File: src/rtl/tlb_op_ctrl.sv
// TLB-maintenance sequencer: runs TLBR/TLBWI/TLBWR/TLBP through a fixed
// IDLE -> ACCESS -> RESP sequence. It also owns the Random/Wired pair used to
// pick the TLBWR victim entry.
//
// state  | meaning
// IDLE   | ready for a new op; request operands latched on acceptance
// ACCESS | TLB write strobe, read index or search key driven; results captured
// RESP   | completion pulse, CP0 write-back and flush request
module tlb_op_ctrl #(
    parameter int TLBNUM    = 16,
    parameter int IDXW      = $clog2(TLBNUM),
    parameter int WIRED_RST = 0
) (
    input  logic            clk,
    input  logic            resetn,
    input  logic            req_valid,
    output logic            req_ready,
    input  logic [1:0]      req_op,
    input  logic [31:0]     req_pc,
    input  logic [31:0]     cp0_entryhi,
    input  logic [31:0]     cp0_entrylo0,
    input  logic [31:0]     cp0_entrylo1,
    input  logic [31:0]     cp0_index,
    input  logic            wired_we,
    input  logic [IDXW-1:0] wired_wdata,
    output logic            tlb_we,
    output logic [IDXW-1:0] tlb_w_index,
    output logic [26:0]     tlb_w_hi,
    output logic            tlb_w_g,
    output logic [24:0]     tlb_w_lo0,
    output logic [24:0]     tlb_w_lo1,
    output logic [IDXW-1:0] tlb_r_index,
    input  logic [26:0]     tlb_r_hi,
    input  logic            tlb_r_g,
    input  logic [24:0]     tlb_r_lo0,
    input  logic [24:0]     tlb_r_lo1,
    output logic [18:0]     tlb_s_vpn2,
    output logic [7:0]      tlb_s_asid,
    input  logic            tlb_s_found,
    input  logic [IDXW-1:0] tlb_s_index,
    output logic            rsp_valid,
    output logic            hi_lo_we,
    output logic            index_we,
    output logic [31:0]     entryhi_wdata,
    output logic [31:0]     entrylo0_wdata,
    output logic [31:0]     entrylo1_wdata,
    output logic [31:0]     index_wdata,
    output logic            flush_valid,
    output logic [31:0]     flush_pc,
    output logic [IDXW-1:0] cp0_random,
    output logic [IDXW-1:0] cp0_wired
);

    localparam logic [1:0] S_IDLE   = 2'd0;
    localparam logic [1:0] S_ACCESS = 2'd1;
    localparam logic [1:0] S_RESP   = 2'd2;

    localparam logic [1:0] OP_TLBR  = 2'd0;
    localparam logic [1:0] OP_TLBWI = 2'd1;
    localparam logic [1:0] OP_TLBWR = 2'd2;
    localparam logic [1:0] OP_TLBP  = 2'd3;

    localparam logic [IDXW-1:0] RND_MAX   = IDXW'(TLBNUM - 1);
    localparam logic [IDXW-1:0] WIRED_INI = IDXW'(WIRED_RST);

    logic [1:0]      state;
    logic [1:0]      op_q;
    logic [31:0]     pc_q;
    logic [18:0]     vpn2_q;
    logic [7:0]      asid_q;
    logic [24:0]     lo0_q;
    logic [24:0]     lo1_q;
    logic            g_q;
    logic [IDXW-1:0] index_q;
    logic [IDXW-1:0] rnd_q;
    logic [26:0]     r_hi_q;
    logic            r_g_q;
    logic [24:0]     r_lo0_q;
    logic [24:0]     r_lo1_q;
    logic            s_found_q;
    logic [IDXW-1:0] s_index_q;
    logic [IDXW-1:0] random_q;
    logic [IDXW-1:0] wired_q;
    logic            accept;
    logic            unused_bits;

    // CP0 fields that the TLB datapath never looks at
    assign unused_bits = ^{cp0_entryhi[12:8], cp0_entrylo0[31:26],
                           cp0_entrylo1[31:26], cp0_index[31:IDXW]};

    assign accept = req_valid && (state == S_IDLE);

    // Sequencer: one op per three cycles, no stalls
    always_ff @(posedge clk or negedge resetn) begin
        if (!resetn) begin
            state <= S_IDLE;
        end else begin
            case (state)
                S_IDLE:   if (accept) state <= S_ACCESS;
                S_ACCESS: state <= S_RESP;
                default:  state <= S_IDLE;
            endcase
        end
    end

    // Operand capture on acceptance; Random is sampled before any Wired update
    always_ff @(posedge clk or negedge resetn) begin
        if (!resetn) begin
            op_q    <= OP_TLBR;
            pc_q    <= '0;
            vpn2_q  <= '0;
            asid_q  <= '0;
            lo0_q   <= '0;
            lo1_q   <= '0;
            g_q     <= 1'b0;
            index_q <= '0;
            rnd_q   <= '0;
        end else if (accept) begin
            op_q    <= req_op;
            pc_q    <= req_pc;
            vpn2_q  <= cp0_entryhi[31:13];
            asid_q  <= cp0_entryhi[7:0];
            lo0_q   <= cp0_entrylo0[25:1];
            lo1_q   <= cp0_entrylo1[25:1];
            g_q     <= cp0_entrylo0[0] & cp0_entrylo1[0];
            index_q <= cp0_index[IDXW-1:0];
            rnd_q   <= random_q;
        end
    end

    // TLB read and search results are captured at the end of ACCESS
    always_ff @(posedge clk or negedge resetn) begin
        if (!resetn) begin
            r_hi_q    <= '0;
            r_g_q     <= 1'b0;
            r_lo0_q   <= '0;
            r_lo1_q   <= '0;
            s_found_q <= 1'b0;
            s_index_q <= '0;
        end else if (state == S_ACCESS) begin
            r_hi_q    <= tlb_r_hi;
            r_g_q     <= tlb_r_g;
            r_lo0_q   <= tlb_r_lo0;
            r_lo1_q   <= tlb_r_lo1;
            s_found_q <= tlb_s_found;
            s_index_q <= tlb_s_index;
        end
    end

    // Random counts down to Wired then wraps to the top entry; Wired writes restart it
    always_ff @(posedge clk or negedge resetn) begin
        if (!resetn) begin
            random_q <= RND_MAX;
            wired_q  <= WIRED_INI;
        end else if (wired_we) begin
            random_q <= RND_MAX;
            wired_q  <= wired_wdata;
        end else if ((random_q == wired_q) || (wired_q >= RND_MAX)) begin
            random_q <= RND_MAX;
        end else begin
            random_q <= random_q - 1'b1;
        end
    end

    // Output decode from the state register and the captured operands
    always_comb begin
        req_ready      = (state == S_IDLE);
        tlb_we         = (state == S_ACCESS) && ((op_q == OP_TLBWI) || (op_q == OP_TLBWR));
        tlb_w_index    = (op_q == OP_TLBWR) ? rnd_q : index_q;
        tlb_w_hi       = {vpn2_q, asid_q};
        tlb_w_g        = g_q;
        tlb_w_lo0      = lo0_q;
        tlb_w_lo1      = lo1_q;
        tlb_r_index    = index_q;
        tlb_s_vpn2     = vpn2_q;
        tlb_s_asid     = asid_q;
        rsp_valid      = (state == S_RESP);
        hi_lo_we       = rsp_valid && (op_q == OP_TLBR);
        index_we       = rsp_valid && (op_q == OP_TLBP);
        flush_valid    = rsp_valid && (op_q != OP_TLBP);
        flush_pc       = flush_valid ? (pc_q + 32'd4) : 32'd0;
        entryhi_wdata  = 32'd0;
        entrylo0_wdata = 32'd0;
        entrylo1_wdata = 32'd0;
        index_wdata    = 32'd0;
        if (hi_lo_we) begin
            entryhi_wdata  = {r_hi_q[26:8], 5'b0, r_hi_q[7:0]};
            entrylo0_wdata = {6'b0, r_lo0_q, r_g_q};
            entrylo1_wdata = {6'b0, r_lo1_q, r_g_q};
        end
        if (index_we) begin
            index_wdata = s_found_q ? {{(32-IDXW){1'b0}}, s_index_q} : 32'h8000_0000;
        end
        cp0_random     = random_q;
        cp0_wired      = wired_q;
    end

endmodule

File: config.mk
export PLATFORM = sky130hd
export DESIGN_NAME = tlb_op_ctrl
export DESIGN_NICKNAME = d
export VERILOG_FILES = /design/src/rtl/tlb_op_ctrl.sv
export SDC_FILE = /design/constraint.sdc
export NUM_CORES = 1
export LEC_CHECK = 0
export ABC_AREA = 1
export CORE_AREA = 2 2 210 212
export CTS_CLUSTER_DIAMETER = 80
export DETAILED_ROUTE_END_ITERATION = 16
export DIE_AREA = 0 0 212 214
export GPL_ROUTABILITY_DRIVEN = 0
export PLACE_DENSITY = 0.62
export SLEW_MARGIN = 20
export SYNTH_ARGS = -nofsm -noshare
export SYNTH_HDL_FRONTEND = slang
export SYNTH_SLANG_ARGS = --single-unit
export TNS_END_PERCENT = 10
File: constraint.sdc
create_clock -name clk -period 2.2 [get_ports clk]
set_input_delay 0.44 -clock clk [delete_from_list [all_inputs] [get_ports clk]]
set_output_delay 0.44 -clock clk [all_outputs]
set_load 0.02 [all_outputs]
# After elaboration in Yosys (flattened, before gate mapping)
# Index checks and enable logic that the tools add are counted.
[classes]
reduce_logical = 9
order_cmp = 1
eq_ne = 8
n_addsub = 2
bitwise = 1
mux = 11
[ops]
columns = ["cell", "n"]
rows = [
  ["two-way mux 32 bit", 4],
  ["two-way mux 26 bit", 2],
  ["adder 32 x 3 -> 32 bit (second input constant)", 1],
  ["two-way mux 4 bit", 3],
  ["== test 2 bit (second input constant)", 3],
  ["logical AND 1 bit", 5],
  ["== test 2 x 1 -> 1 bit (second input constant)", 2],
  ["== test 4 bit", 1],
  [">= comparator 4 bit (second input constant)", 1],
  ["logical NOT 2 bit", 2],
  ["one-hot mux 2 bit (2 select lines)", 1],
  ["subtractor 4 x 1 -> 4 bit (second input constant)", 1],
  ["logical OR 1 bit", 2],
  ["two-way mux 2 bit", 1],
  ["inequality test 2 x 1 -> 1 bit (second input constant)", 1],
  ["inequality test 2 bit (second input constant)", 1],
  ["bitwise AND 1 bit", 1],
]
[totals]
elab_cells = 50
regBits = 213
out_inout_bits = 287
input_bits = 253

# Logic depth before layout (Yosys ltp)
[depth]
ltp_word = 4
ltp_mapped = 8
ltp_nobuf = 8

# Least setup slack after synthesis
# No wires, ideal clock.
[synth_path]
path_type = "reg-to-output"
startpoint = "register state[0]"
endpoint = "output port entrylo1_wdata[0]"
n_path_buf = 2
required_ns = 1.760
stages_incl_launch_ff = 6
arrival_time_ns = 1.544
path_slack_ns = 0.216
path_cell_list = "dfrtp_1 -> nor2_4 -> nand2_1 -> clkbuf_1 -> nor2_1 -> buf_4"
[synth_between]
elab_chain_len = 3
[synth_lines]
columns = ["item", "line_no", "source"]
rows = [
  ["start, declared", "66", "logic [1:0] state;"],
  ["start signal, assigned", "96", "state <= S_IDLE;"],
  ["start signal, assigned", "99", "S_IDLE: if (accept) state <= S_ACCESS;"],
  ["start signal, assigned", "100", "S_ACCESS: state <= S_RESP;"],
  ["== test 2 bit", "177", "rsp_valid = (state == S_RESP);"],
  ["named net rsp_valid", "41", "output logic rsp_valid,"],
  ["logical AND 1 bit", "178", "hi_lo_we = rsp_valid && (op_q == OP_TLBR);"],
  ["two-way mux 26 bit", "186", "if (hi_lo_we) begin"],
  ["end, declared", "46", "output logic [31:0] entrylo1_wdata,"],
]
# The timed path passes the listed nets, and every way through them passes these cells.

# Final worst setup path
[layout_path]
startpoint = "register pc_q[7]"
endpoint = "output port flush_pc[27]"
[layout_between]
elab_chain_len = 2
[layout_lines]
columns = ["item", "line_no", "source"]
rows = [
  ["start, declared", "68", "logic [31:0] pc_q;"],
  ["start signal, assigned", "120", "pc_q <= req_pc;"],
  ["adder 32 x 3 -> 32 bit", "181", "flush_pc = flush_valid ? (pc_q + 32'd4) : 32'd0;"],
  ["two-way mux 32 bit", "181", ""],
  ["end, declared", "49", "output logic [31:0] flush_pc,"],
]
# Every way passes these cells.

==> results_dict.tcl <==
set metrics [dict create \
    via_count 9726 \
    fmax_mhz 414 \
    worst-path-max-fanout 4 \
    async_reset_ff_frac 1.00 \
    clkPwrFrac 0.276 \
    power_frac_comb 0.362 \
    p_switching_mw 5.38 \
    hold_path.class "input port to asynchronous set/reset pin" \
    drv_cap 0 \
    syn_area_um2 10100 \
    swShare 0.352 \
    detail-route-antenna-nets 0 \
    ys_ff_latch 213 \
    worst_pin_slew_ps 628 \
    synth_top_cell_by_area "dfrtp_1" \
    start_util 0.235 \
    holdWs_ps 411 \
    grt_pass1_wl_mm 54.9 \
    dieArea_um2 45400 \
    m1WireLength_mm 14.5 \
    layout.nets 2025 \
    period_minus_slack_ps 2420 \
    syn_area_per_cell_um2 7.86 \
    skew_ps 20.4 \
    core_area_um2 42900 \
    setup_ws_ps -218 \
    synth.distinct_cells 31 \
    nFillCells 4215 \
    cts_root_buffer "clkbuf_16" \
    path_clk_slew_ps 60 \
    power_density_nw_per_um2 899 \
    utilization 0.397 \
    hold_viol 0 \
    power.total_mw 15.3 \
    clock_sinks 213 \
    drive_gt1_frac 0.237 \
    outcome "complete, but fails checks" \
    cts_max_path_buffers 3 \
    top_layer_used "met4" \
    leakage_nw 7.87 \
    fin_crit_sh 1.10 \
    routed-wl-met2_mm 17.9 \
    worst_slew_margin_rel 0.582 \
    grt_max_degree 109 \
    cts_made_buffers 25 \
    wl_per_cell_um 15.4 \
    ys_seq_area_frac 0.530 \
    syn_to_final_growth_pct 69.0 \
    drv_slew 0 \
    wl_met3_mm 3.17 \
    drt_wl_total_mm 36.6 \
    start_kind "register" \
    post-place-ws_ps -198 \
    synth_warnings 0 \
    drtIter0Drc 533 \
    worstSkewPairLatency_ps 540 \
    critPathKind "register to output port" \
    internal-power_mw 9.90 \
    rsz0062_at_grt "yes" \
    grt_usage 0.154 \
    post-dp-hpwl_mm 26.6 \
    peakVddDrop_v 0.000494 \
    violations "setup timing" \
    ys_dominant_reg_cell "dfrtp_1" \
    dieWidth_um 212 \
    syn-instance-count 1281 \
    firstDrtPassIters 5 \
    synth_edf_count 0 \
    num_io_pins 540 \
    yosysTopAreaCellShare 0.520 \
    seq_power_share 0.362 \
    cts_tree "yes" \
    setup_viol 109 \
    cp.required_ps 1760 \
    die_h_um 214 \
    viasPerCell 4.10 \
    grt_pass1_vias 9710 \
    rows 76 \
    synth_area_leaders "dfrtp_1 52%, nand2_1 18%, buf_4 6.6%, nor2_1 5.7%, o21ai_0 5.2%" \
    port-buffer-count 450 \
    grt_overflow 0 \
    remaining_drc_errors 0 \
    antenna_found_initial 3 \
    critPathCaptureType "output port" \
    h-tree-depth 1 \
    worstPathArrival_ps 1980 \
]
[cells in the mapped netlist, types with 5 or more instances]
master    count
nand2_1     492
dfrtp_1     209
nor2_1      152
inv_1       111
o21ai_0     104
buf_4        89
clkbuf_1     23
a21oi_1      19
buf_2        14
nand3_1      14
xor2_1        7
ha_1          5
nor3_1        5
o21ai_1       5
[sequential cells by signal, summed over array words and instances, names as in the netlist]
name,count
s_found_q,1
op_q,2
r_lo0_q,25
r_hi_q,27
r_g_q,1
r_lo1_q,25
tlb_w_lo0,25
cp0_random,4
state,2
s_index_q,4
tlb_w_g,1
cp0_wired,4
rnd_q,4
pc_q,32
tlb_s_asid,8
tlb_w_lo1,25
tlb_s_vpn2,19
tlb_r_index,4
[cell usage in the layout, fill, tap and decap left out, types with 12 or more instances in the layout]
master and n:
a21oi_1 12, buf_4 126, buf_6 73, clkbuf_16 26
clkdlybuf4s50_1 319, conb_1 44, dfrtp_1 206, inv_1 104
nand2_1 478, nor2_1 56, nor2_2 56, nor2_4 47
o21ai_0 98
[cells by family after synthesis]
logic type / Yosys count / share of synthesized area
buffers and inverters: 240 / 0.124
AND/OR/NAND/NOR: 680 / 0.262
adder cells (fa/ha/maj): 5 / 0.00622
other: 1 / 0.000373
AO/OA/AOI/OAI: 131 / 0.0659
multiplexers: 4 / 0.00448
XOR/XNOR: 7 / 0.00609
flip-flops: 213 / 0.530
[metrics by stage]
| step | cell area, um^2 | std cells | setup TNS (ps) |
|---|---|---|---|
| after floorplan | 10200 | 1324 | 0 |
| after global placement | 15400 | 2313 | -3280 |
| after detailed placement | 15400 | 2313 | -3900 |
| after CTS | 16600 | 2366 | -15350 |
| after global routing | 17000 | 2371 | -22270 |
| final | 17000 | 2372 | -9610 |
[cell type report]
type / count / area (um^2) / share of cell area
multi-input combinational: 871 / 4310 / 0.253
timing repair buffer: 542 / 5350 / 0.315
inverter: 114 / 440 / 0.0259
clock inverter: 7 / 88.8 / 0.00522
clock buffer: 39 / 748 / 0.0440
antenna: 1 / 2.50 / 0.000147
sequential: 213 / 5340 / 0.314
tap: 585 / 732 / 0.0430
[repair_timing]
item                                   in CTS  in global routing
hold buffers                                1                  0
endpoints found under the hold margin      36                  0
gates resized for setup                   771                123
setup endpoints to repair                 130                124
pin swaps                                  15                 21
buffers inserted                            4                  4
gates cloned                                2                  1
[metal layers]
| metal | vias to the layer above | global-route usage |
|---|---|---|
| met5 | - | 0 |
| met4 | 0 | 0.0439 |
| met3 | 71 | 0.0466 |
| met2 | 410 | 0.268 |
| met1 | 4495 | 0.183 |
| li1 | 4750 | - |
[critical path: stages (launching register included)]
cell and delay, ps:
dfrtp_1 410, nand2_2 90, nor2_2 140, inv_1 50
nor2_1 180, buf_4 150, nand3_1 100, nand2_1 130
nor2_4 50, buf_6 140
[final timing paths]
path                                          start  slack (ps)                         to  depth (start not counted)
setup / recovery                pc_q[7]$_DFFE_PN0P_        -220               flush_pc[27]                          9
hold / removal                               resetn         410     r_hi_q[19]$_DFFE_PN0P_                          2
setup reg to reg               state[0]$_DFFE_PN0P_         490        pc_q[4]$_DFFE_PN0P_                          7
hold reg to reg            tlb_w_lo1[9]$_DFFE_PN0P_         480   tlb_w_lo1[9]$_DFFE_PN0P_                          2
max in group asynchronous                    resetn        1050   tlb_w_lo1[8]$_DFFE_PN0P_                          3
min in group clk                    cp0_entryhi[22]         430  tlb_s_vpn2[9]$_DFFE_PN0P_                          3
[power by group through the flow]
stage | clock network (mW) | registers (mW) | logic, mW
final | 4.22 | 5.54 | 5.53
after global routing | 4.55 | 5.66 | 5.99
after CTS | 4.39 | 5.52 | 5.36
after global placement | 0 | 5.53 | 5.03
after floorplan | 0 | 5.93 | 2.22
after detailed placement | 0 | 5.57 | 5.10
No activity file was read; power rests on OpenSTA's default activity.
